### src/rtl/alu_op_driver.sv
// Initiator for a combinational ALU: registers a command onto the ALU inputs, waits a settle time,
// then queues {Z, flags_out} in a response FIFO. Optional counters: define ALU_OP_DRIVER_STATS_EN.
module alu_op_driver #(
  parameter int WIDTH         = 8,
  parameter int FLAGS_W       = 4,
  parameter int OP_W          = 4,
  parameter int DEPTH         = 4,
  parameter int SETTLE_CYCLES = 1
) (
  input  logic               clock,
  input  logic               reset_n,
  input  logic               cmd_valid,
  output logic               cmd_ready,
  input  logic [WIDTH-1:0]   cmd_a,
  input  logic [WIDTH-1:0]   cmd_b,
  input  logic [OP_W-1:0]    cmd_op,
  input  logic               cmd_use_flags,
  input  logic [FLAGS_W-1:0] cmd_flags,
  output logic [WIDTH-1:0]   alu_a,
  output logic [WIDTH-1:0]   alu_b,
  output logic [OP_W-1:0]    alu_op,
  output logic [FLAGS_W-1:0] alu_flags_in,
  input  logic [WIDTH-1:0]   alu_z,
  input  logic [FLAGS_W-1:0] alu_flags_out,
  output logic               rsp_valid,
  input  logic               rsp_ready,
  output logic [WIDTH-1:0]   rsp_z,
  output logic [FLAGS_W-1:0] rsp_flags,
  output logic [FLAGS_W-1:0] flag_reg,
  output logic               busy
`ifdef ALU_OP_DRIVER_STATS_EN
  ,
  output logic [15:0]        op_count,
  output logic [15:0]        stall_count
`endif
);

  localparam int PTR_W   = (DEPTH > 1) ? $clog2(DEPTH) : 1;
  localparam int CNT_W   = PTR_W + 1;
  localparam int ENTRY_W = WIDTH + FLAGS_W;

  typedef enum logic {
    IDLE,
    SETTLE
  } state_e;

  state_e             state_q, state_d;
  logic [3:0]         settle_q, settle_d;
  logic               accept;
  logic               capture;
  logic               pop;

  logic [WIDTH-1:0]   alu_a_q, alu_a_d;
  logic [WIDTH-1:0]   alu_b_q, alu_b_d;
  logic [OP_W-1:0]    alu_op_q, alu_op_d;
  logic [FLAGS_W-1:0] alu_flags_in_q, alu_flags_in_d;
  logic [FLAGS_W-1:0] flag_reg_q, flag_reg_d;

  logic [ENTRY_W-1:0] mem_q [DEPTH];
  logic [PTR_W-1:0]   wr_ptr_q, wr_ptr_d;
  logic [PTR_W-1:0]   rd_ptr_q, rd_ptr_d;
  logic [CNT_W-1:0]   cnt_q, cnt_d;
  logic [ENTRY_W-1:0] head;

  always_ff @(posedge clock or negedge reset_n) begin
    if (!reset_n) begin
      state_q <= IDLE;
    end else begin
      state_q <= state_d;
    end
  end

  always_comb begin
    state_d = state_q;
    case (state_q)
      IDLE:    if (accept) state_d = SETTLE;
      SETTLE:  if (settle_q == 4'd0) state_d = IDLE;
      default: state_d = IDLE;
    endcase
  end

  // Ready looks only at registered state, so a full FIFO blocks the next accept
  // even if the consumer pops on the same edge.
  always_comb begin
    cmd_ready = (state_q == IDLE) && (cnt_q < CNT_W'(DEPTH));
    busy      = (state_q != IDLE);
    accept    = cmd_valid && cmd_ready;
    capture   = (state_q == SETTLE) && (settle_q == 4'd0);
  end

  always_comb begin
    settle_d = settle_q;
    if (accept) begin
      settle_d = 4'(SETTLE_CYCLES);
    end else if ((state_q == SETTLE) && (settle_q != 4'd0)) begin
      settle_d = settle_q - 4'd1;
    end
  end

  always_comb begin
    alu_a_d        = alu_a_q;
    alu_b_d        = alu_b_q;
    alu_op_d       = alu_op_q;
    alu_flags_in_d = alu_flags_in_q;
    flag_reg_d     = flag_reg_q;
    if (accept) begin
      alu_a_d        = cmd_a;
      alu_b_d        = cmd_b;
      alu_op_d       = cmd_op;
      alu_flags_in_d = cmd_use_flags ? flag_reg_q : cmd_flags;
    end
    if (capture) begin
      flag_reg_d = alu_flags_out;
    end
  end

  always_ff @(posedge clock or negedge reset_n) begin
    if (!reset_n) begin
      settle_q       <= 4'd0;
      alu_a_q        <= '0;
      alu_b_q        <= '0;
      alu_op_q       <= '0;
      alu_flags_in_q <= '0;
      flag_reg_q     <= '0;
    end else begin
      settle_q       <= settle_d;
      alu_a_q        <= alu_a_d;
      alu_b_q        <= alu_b_d;
      alu_op_q       <= alu_op_d;
      alu_flags_in_q <= alu_flags_in_d;
      flag_reg_q     <= flag_reg_d;
    end
  end

  assign alu_a        = alu_a_q;
  assign alu_b        = alu_b_q;
  assign alu_op       = alu_op_q;
  assign alu_flags_in = alu_flags_in_q;
  assign flag_reg     = flag_reg_q;

  // Response FIFO: the slot was reserved when the command was accepted, so capture never overflows.
  assign pop = rsp_valid && rsp_ready;

  always_comb begin
    wr_ptr_d = wr_ptr_q;
    rd_ptr_d = rd_ptr_q;
    cnt_d    = cnt_q;
    if (capture) begin
      wr_ptr_d = wr_ptr_q + PTR_W'(1);
    end
    if (pop) begin
      rd_ptr_d = rd_ptr_q + PTR_W'(1);
    end
    case ({capture, pop})
      2'b10:   cnt_d = cnt_q + CNT_W'(1);
      2'b01:   cnt_d = cnt_q - CNT_W'(1);
      default: cnt_d = cnt_q;
    endcase
  end

  always_ff @(posedge clock or negedge reset_n) begin
    if (!reset_n) begin
      wr_ptr_q <= '0;
      rd_ptr_q <= '0;
      cnt_q    <= '0;
    end else begin
      wr_ptr_q <= wr_ptr_d;
      rd_ptr_q <= rd_ptr_d;
      cnt_q    <= cnt_d;
    end
  end

  always_ff @(posedge clock) begin
    if (capture) begin
      mem_q[wr_ptr_q] <= {alu_z, alu_flags_out};
    end
  end

  assign rsp_valid = (cnt_q != '0);
  assign head      = rsp_valid ? mem_q[rd_ptr_q] : '0;
  assign rsp_z     = head[ENTRY_W-1:FLAGS_W];
  assign rsp_flags = head[FLAGS_W-1:0];

`ifdef ALU_OP_DRIVER_STATS_EN
  logic [15:0] op_count_q, op_count_d;
  logic [15:0] stall_count_q, stall_count_d;

  // Both counters saturate rather than wrap so a long run never reports a small count.
  always_comb begin
    op_count_d    = op_count_q;
    stall_count_d = stall_count_q;
    if (capture && (op_count_q != 16'hFFFF)) begin
      op_count_d = op_count_q + 16'd1;
    end
    if (cmd_valid && !cmd_ready && (stall_count_q != 16'hFFFF)) begin
      stall_count_d = stall_count_q + 16'd1;
    end
  end

  always_ff @(posedge clock or negedge reset_n) begin
    if (!reset_n) begin
      op_count_q    <= 16'd0;
      stall_count_q <= 16'd0;
    end else begin
      op_count_q    <= op_count_d;
      stall_count_q <= stall_count_d;
    end
  end

  assign op_count    = op_count_q;
  assign stall_count = stall_count_q;
`endif

endmodule

### config.mk
export PLATFORM = sky130hd
export DESIGN_NAME = alu_op_driver
export DESIGN_NICKNAME = d
export VERILOG_FILES = /design/src/rtl/alu_op_driver.sv
export SDC_FILE = /design/constraint.sdc
export NUM_CORES = 1
export LEC_CHECK = 0
export ABC_AREA = 1
export ABC_CLOCK_PERIOD_IN_PS = 5400
export CORE_UTILIZATION = 55
export CTS_BUF_LIST = sky130_fd_sc_hd__clkbuf_8
export DETAILED_ROUTE_END_ITERATION = 6
export PLACE_DENSITY = 0.84
export SETUP_SLACK_MARGIN = 0.15
export SYNTH_ARGS = -nofsm -noshare
export SYNTH_HDL_FRONTEND = slang
export SYNTH_SLANG_ARGS = --single-unit
### constraint.sdc
create_clock -name clock -period 5.4 [get_ports clock]
set_clock_uncertainty 0.15 [all_clocks]
set_input_delay 1.08 -clock clock [delete_from_list [all_inputs] [get_ports clock]]
set_output_delay 1.08 -clock clock [all_outputs]
set_load 0.05 [all_outputs]
==> results of run 1 <==
-- power groups by stage --
stage	sequential [mW]	clock [mW]	combinational, mW
after detailed placement	1.06	0	1.71
after floorplan	1.36	0	0.911
final	1.05	0.542	1.71
after CTS	1.05	0.549	1.73
after global placement	1.05	0	1.67
after global routing	1.07	0.574	1.83
-- routing by layer --
| metal | wire length [um] | global-route usage (%) | vias to the layer above |
|---|---|---|---|
| li1 | - | - | 1284 |
| met1 | 3072 | 27.64 | 1262 |
| met2 | 3894 | 39.87 | 95 |
| met3 | 539 | 6.588 | 15 |
| met4 | 172 | 10.94 | 0 |
| met5 | 0 | 0 | - |
-- cells by family (layout without fill, tap and decap cells) --
group                    Yosys count  in the layout  synth area share, %
buffers and inverters             37            122                5.697
AND/OR/NAND/NOR                  157            157                16.99
AO/OA/AOI/OAI                     50             50                7.842
adder cells (fa/ha/maj)            8              8                2.882
flip-flops                        88             88                65.42
XOR/XNOR                           5              5                1.173
-- layout by cell type, fill, tap and decap left out, types with 4 or more instances in the layout --
cell / count
ha_1: 7
edfxtp_1: 48
nand2_1: 81
o21ai_2: 5
nor2_1: 62
clkbuf_8: 10
xor2_1: 4
a21oi_1: 13
nand3_1: 8
clkdlybuf4s50_1: 82
dfrtp_1: 40
inv_1: 21
o21ai_1: 11
o21ai_0: 16
-- layout make-up --
| class | instances | area share [%] |
|---|---|---|
| sequential | 88 | 51.11 |
| multi-input combinational | 220 | 22.68 |
| timing repair buffer | 83 | 17.28 |
| clock buffer | 10 | 2.880 |
| clock inverter | 6 | 2.226 |
| tap | 77 | 2.016 |
| inverter | 23 | 1.807 |
-- stage by stage --
stage	hold WS [ps]	utilization [%]	power (mW)	setup WS (ps)
finish	337.9	73.98	3.305	1377
global route	361.8	73.98	3.474	1090
CTS	344.1	73.98	3.324	1365
detailed placement	319.1	70.21	2.770	1819
global placement	313.5	70.21	2.718	1909
floorplan	318.6	-	2.268	2592
-- worst paths after layout --
path / end / slack, ps / depth (start not counted)
max: rsp_flags[1] / 1380 / 4
min: alu_b[4]$_DFFE_PN0P_ / 340 / 2
max reg2reg: mem_q[3][1]$_DFFE_PP_ / 2900 / 4
min reg2reg: alu_b[4]$_DFFE_PN0P_ / 340 / 2
max in group asynchronous: rd_ptr_q[0]$_DFFE_PN0P_ / 3870 / 1
min in group asynchronous: alu_b[4]$_DFFE_PN0P_ / 680 / 1
-- worst max-delay path, stage by stage, from the launching register on --
cell and delay (ps):
dfrtp_1 880, inv_2 380, o21ai_0 330, a21oi_1 110
clkdlybuf4s50_1 750
==> metrics, run 1 <==
run status finished, violations left; violated checks design-rule violations; Inst Count DP 491; register share of total power 31.7%; DR pass1 iterations 7; I/O pin count 84; HP Class reg2reg; initial core utilization 57.81%; Cell Int Power 1.765 mW; fraction of registers with async set or reset after synthesis 45.45%; number of synthesized flops with an enable pin 48; slew of the pin with the lowest slew margin 1163 ps; Clk Latency, worst-skew pair 350 ps; fin. max-slew vios 0; top cells by count, synth nand2_1, nor2_1, edfxtp_1; root buf cell clkbuf_8; Clock Path Buffers 2; worst setup path start rd_ptr_q[0]$_DFFE_PN0P_; maxcap violations 0; Worst setup EP type primary output; DR vias 2,656; design area 0.004778 mm^2; post-detail-place hpwl 5.068 mm; synthesized flop and latch total 88; largest area contributor in the netlist edfxtp_1; start point of the worst hold path alu_b[4]$_DFFE_PN0P_; Synth Cell Area 0.003734 mm^2; Finished Layout Cells 507; CTS tree done; Tmin final 4023 ps; number of clock sinks 88; VDD IR max 398.9 uV; Post-CTS Setup Inserts 0; arrival time at the worst endpoint 2790 ps; Largest register FFs 48; Register Area 0.002442 mm^2; global route overflow 0; Setup-failing EPs final 0; PD cells 691.6 mW/mm^2; CP Class reg2out; H-tree levels 3; RR Startpoint settle_q[0]$_DFFE_PN0P_; Net Sw Power 1.539 mW; top-count cell post-synth nand2_1; # diodes 0; setup TNS 0 ps; Nets 474; Net Sw Frac 46.59%; Die Footprint 0.007122 mm^2; yosys warns 0; final hold viol count 0; Synth Area per Inst 10.82 um^2; layout cells sized above 1 7.442%; biggest fanout along the worst timing path 26; Rows 29; PostCTS Resize Cnt 0; GRT Total Usage 23.36%; Largest Register mem_q; WL final 7.678 mm; largest net degree at the start of global routing 41; Post-Syn Instances 345; clock transition at the registers of the reported paths 80 ps; DR vias/cell 5.239; post-synth cell types 27; DRC Markers 1; syn_nets 394; 1st-iter DRT viols 198; largest cells by area after synthesis edfxtp_1, dfrtp_1, nand2_1; CP startpoint kind flop; antenna-violating nets left 0; Die Y 84.39 um; CTS hold repair buffers 0; PortBufs 83; width of the die 84.39 um; area occupied by multi-input gates 0.001084 mm^2; Clock power frac 16.4%; Comb power frac 51.9%; area share of the largest cell type after synthesis 38.61%; Worst EP required 4170 ps; # fillers 440; Most used DFF post-synth edfxtp_1; core area 0.006459 mm^2; FMAX 248.6 MHz; Inserted Clock Buffers 9; initial antenna violation count 0; Area growth syn-to-layout 27.98%; crit share post-route 74.51%; Placed Area 0.004534 mm^2; Avg WL per Cell 15.14 um; Worst slew margin 22.18%; sequential fraction of the synthesis area 65.42%; Pleak 2.010 nW; Placer Congestion 0.7579; first-pass GRT wire length 12.49 mm; vias in the first global route 2,640; RSZ-0062 raised after global routing false
Note: power is estimated with default switching activity, not from simulation.
==> run 2: changes to the inputs <==
--- a/config.mk
+++ b/config.mk
@@ -6,11 +6,11 @@
 export NUM_CORES = 1
 export LEC_CHECK = 0
 export ABC_AREA = 1
-export ABC_CLOCK_PERIOD_IN_PS = 5400
-export CORE_UTILIZATION = 55
+export ABC_CLOCK_PERIOD_IN_PS = 3900
+export CORE_UTILIZATION = 52
 export CTS_BUF_LIST = sky130_fd_sc_hd__clkbuf_8
 export DETAILED_ROUTE_END_ITERATION = 6
-export PLACE_DENSITY = 0.84
+export PLACE_DENSITY = 0.8
 export SETUP_SLACK_MARGIN = 0.15
 export SYNTH_ARGS = -nofsm -noshare
 export SYNTH_HDL_FRONTEND = slang
==> constraint.sdc (replaced) <==
create_clock -name clock -period 3.9 [get_ports clock]
set_clock_uncertainty 0.15 [all_clocks]
set_input_delay 0.78 -clock clock [delete_from_list [all_inputs] [get_ports clock]]
set_output_delay 0.78 -clock clock [all_outputs]
set_load 0.05 [all_outputs]
==> run 2 against run 1 <==
  * The flow now finishes without violations
  * Sequential power increased by 38%
  * Utilization decreased by 4.1 points
  * Worst setup slack got worse by 900 ps
  * Via count decreased by 0.94%
  * Wire length decreased by 0.94%
  * Power increased by 36%
  * Die area increased by 5.6%
  * First-iteration DRC count decreased by 41%
  * Count of clock-buffer cells in the layout decreased by 1
  * Clock power increased by 27%
  * Global-route usage decreased by 0.85 points
  * Largest power group unchanged
==> metrics, run 2 (same netlist as run 1, synthesis figures left out) <==
VDD IR max 535.9 uV; setup slack after layout 472.5 ps; largest net degree at the start of global routing 41; core area 0.006869 mm^2; CP Buf/Inv Count 2; slew of the pin with the lowest slew margin 1119 ps; Crit. path cell count 4; Worst EP required 2970 ps; DR vias 2,631; Worst slew margin 25.12%; vias in the first global route 2,666; hold depth 2; RSZ-0062 raised after global routing false; CP startpoint kind flop; Setup-failing EPs final 0; Reg2Reg Setup Slack 1450 ps; DR pass1 iterations 4; CTS hold repair buffers 0; Die Y 86.74 um; DRC Markers 0; CP max stage delay 840 ps; width of the die 86.74 um; CP Class reg2out; layout cells sized above 1 8.314%; Clk Latency, worst-skew pair 350 ps; final hold viol count 0; PD cells 938.1 mW/mm^2; fin. max-slew vios 0; most common cell after layout, fill and taps aside clkdlybuf4s50_1; GRT Total Usage 22.51%; CTS tree done; Nets 477; post-detail-place hpwl 5.030 mm; Clock Path Buffers 2; root buf cell clkbuf_8; PortBufs 83; global route overflow 0; # diodes 0; HP Class reg2reg; Inserted Clock Buffers 9; Reg2Reg Depth 4; Placed Area 0.004576 mm^2; Pleak 2.006 nW; first-pass GRT wire length 12.71 mm; Largest Register mem_q; maxcap violations 0; Largest register FFs 48; Avg WL per Cell 14.38 um; CP delay by family, top buffers and inverters; biggest fanout along the worst timing path 26; Area growth syn-to-layout 28.49%; FMAX 291.8 MHz; arrival time at the worst endpoint 2500 ps; Worst setup EP type primary output; antenna-violating nets left 0; DR vias/cell 4.974; setup TNS 0 ps; initial antenna violation count 0; number of clock sinks 88; run status completed; clock transition at the registers of the reported paths 90 ps; Placement Setup Slack 675.2 ps; Inst Count DP 513; Final Core Density 69.84%; WL final 7.606 mm; CP max stage cell clkdlybuf4s50_1; worst-path cell chain inv_2 > o21ai_0 > a21oi_1 > clkdlybuf4s50_1; crit share post-route 87.88%; Post-CTS Setup Inserts 0; 1st-iter DRT viols 117; Die Footprint 0.007523 mm^2; most frequent cells in the layout clkdlybuf4s50_1, nand2_1, nor2_1; initial core utilization 54.35%; Rows 30; Placer Congestion 0.7316; Finished Layout Cells 529; H-tree levels 3; Tmin final 3428 ps; design area 0.004797 mm^2; I/O pin count 84
[run 2: cell count changes in the layout (fill, tap and decap cells not counted), sizes merged]
| cell | delta |
|---|---|
| bufinv | -1 |
| clkbuf | -1 |
| buf | +3 |
| clkinvlp | +2 |
[run 2: path summary, 6_finish.rpt]
kind	start	to
max	rd_ptr_q[0]$_DFFE_PN0P_	rsp_flags[3]
min	alu_b[2]$_DFFE_PN0P_	alu_b[2]$_DFFE_PN0P_
max reg2reg	settle_q[0]$_DFFE_PN0P_	mem_q[0][4]$_DFFE_PP_
min reg2reg	alu_b[2]$_DFFE_PN0P_	alu_b[2]$_DFFE_PN0P_
max in group asynchronous	reset_n	rd_ptr_q[0]$_DFFE_PN0P_
min in group asynchronous	reset_n	alu_b[2]$_DFFE_PN0P_
[run 2: metal layers]
layer  track usage, %  vias to the layer above  routed length (um)  part of all wire (%)
met5                0                        -                   0                     0
met4            10.45                        0                 134                   1.8
li1                 -                     1288                   -                     -
met2            37.59                       70                3859                    51
met1            28.61                     1261                3214                    42
met3            4.286                       12                 398                   5.2
[run 2: tightest hold or removal path, cell delays in order (launching register included)]
cell and delay (ps):
dfrtp_1 360, nand2_1 50, nand2_1 50
[run 2: layout make-up]
type / count / area (um^2)
fill: 491 / 2072
clock inverter: 7 / 96.34
sequential: 88 / 2444
tap: 96 / 120.1
inverter: 23 / 86.33
clock buffer: 9 / 123.9
timing repair buffer: 86 / 848.3
multi-input combinational: 220 / 1079
[run 2: what timing repair did]
action / in CTS / in global routing
gates resized for setup: 0 / 1
hold endpoints to repair: 0 / 0
endpoints found under the setup margin: 0 / 12
[run 2: power by group]
group	switching (mW)	leakage [nW]	internal [mW]
combinational	1.59	0.974	0.774
sequential	0.211	0.924	1.24
clock	0.330	0.107	0.362
[run 2: through the flow]
stage | hold slack [ps] | power, mW
after floorplan | 318.6 | 3.141
after global placement | 312.0 | 3.770
after detailed placement | 318.5 | 3.829
after CTS | 341.0 | 4.529
after global routing | 370.5 | 4.765
final | 336.8 | 4.500
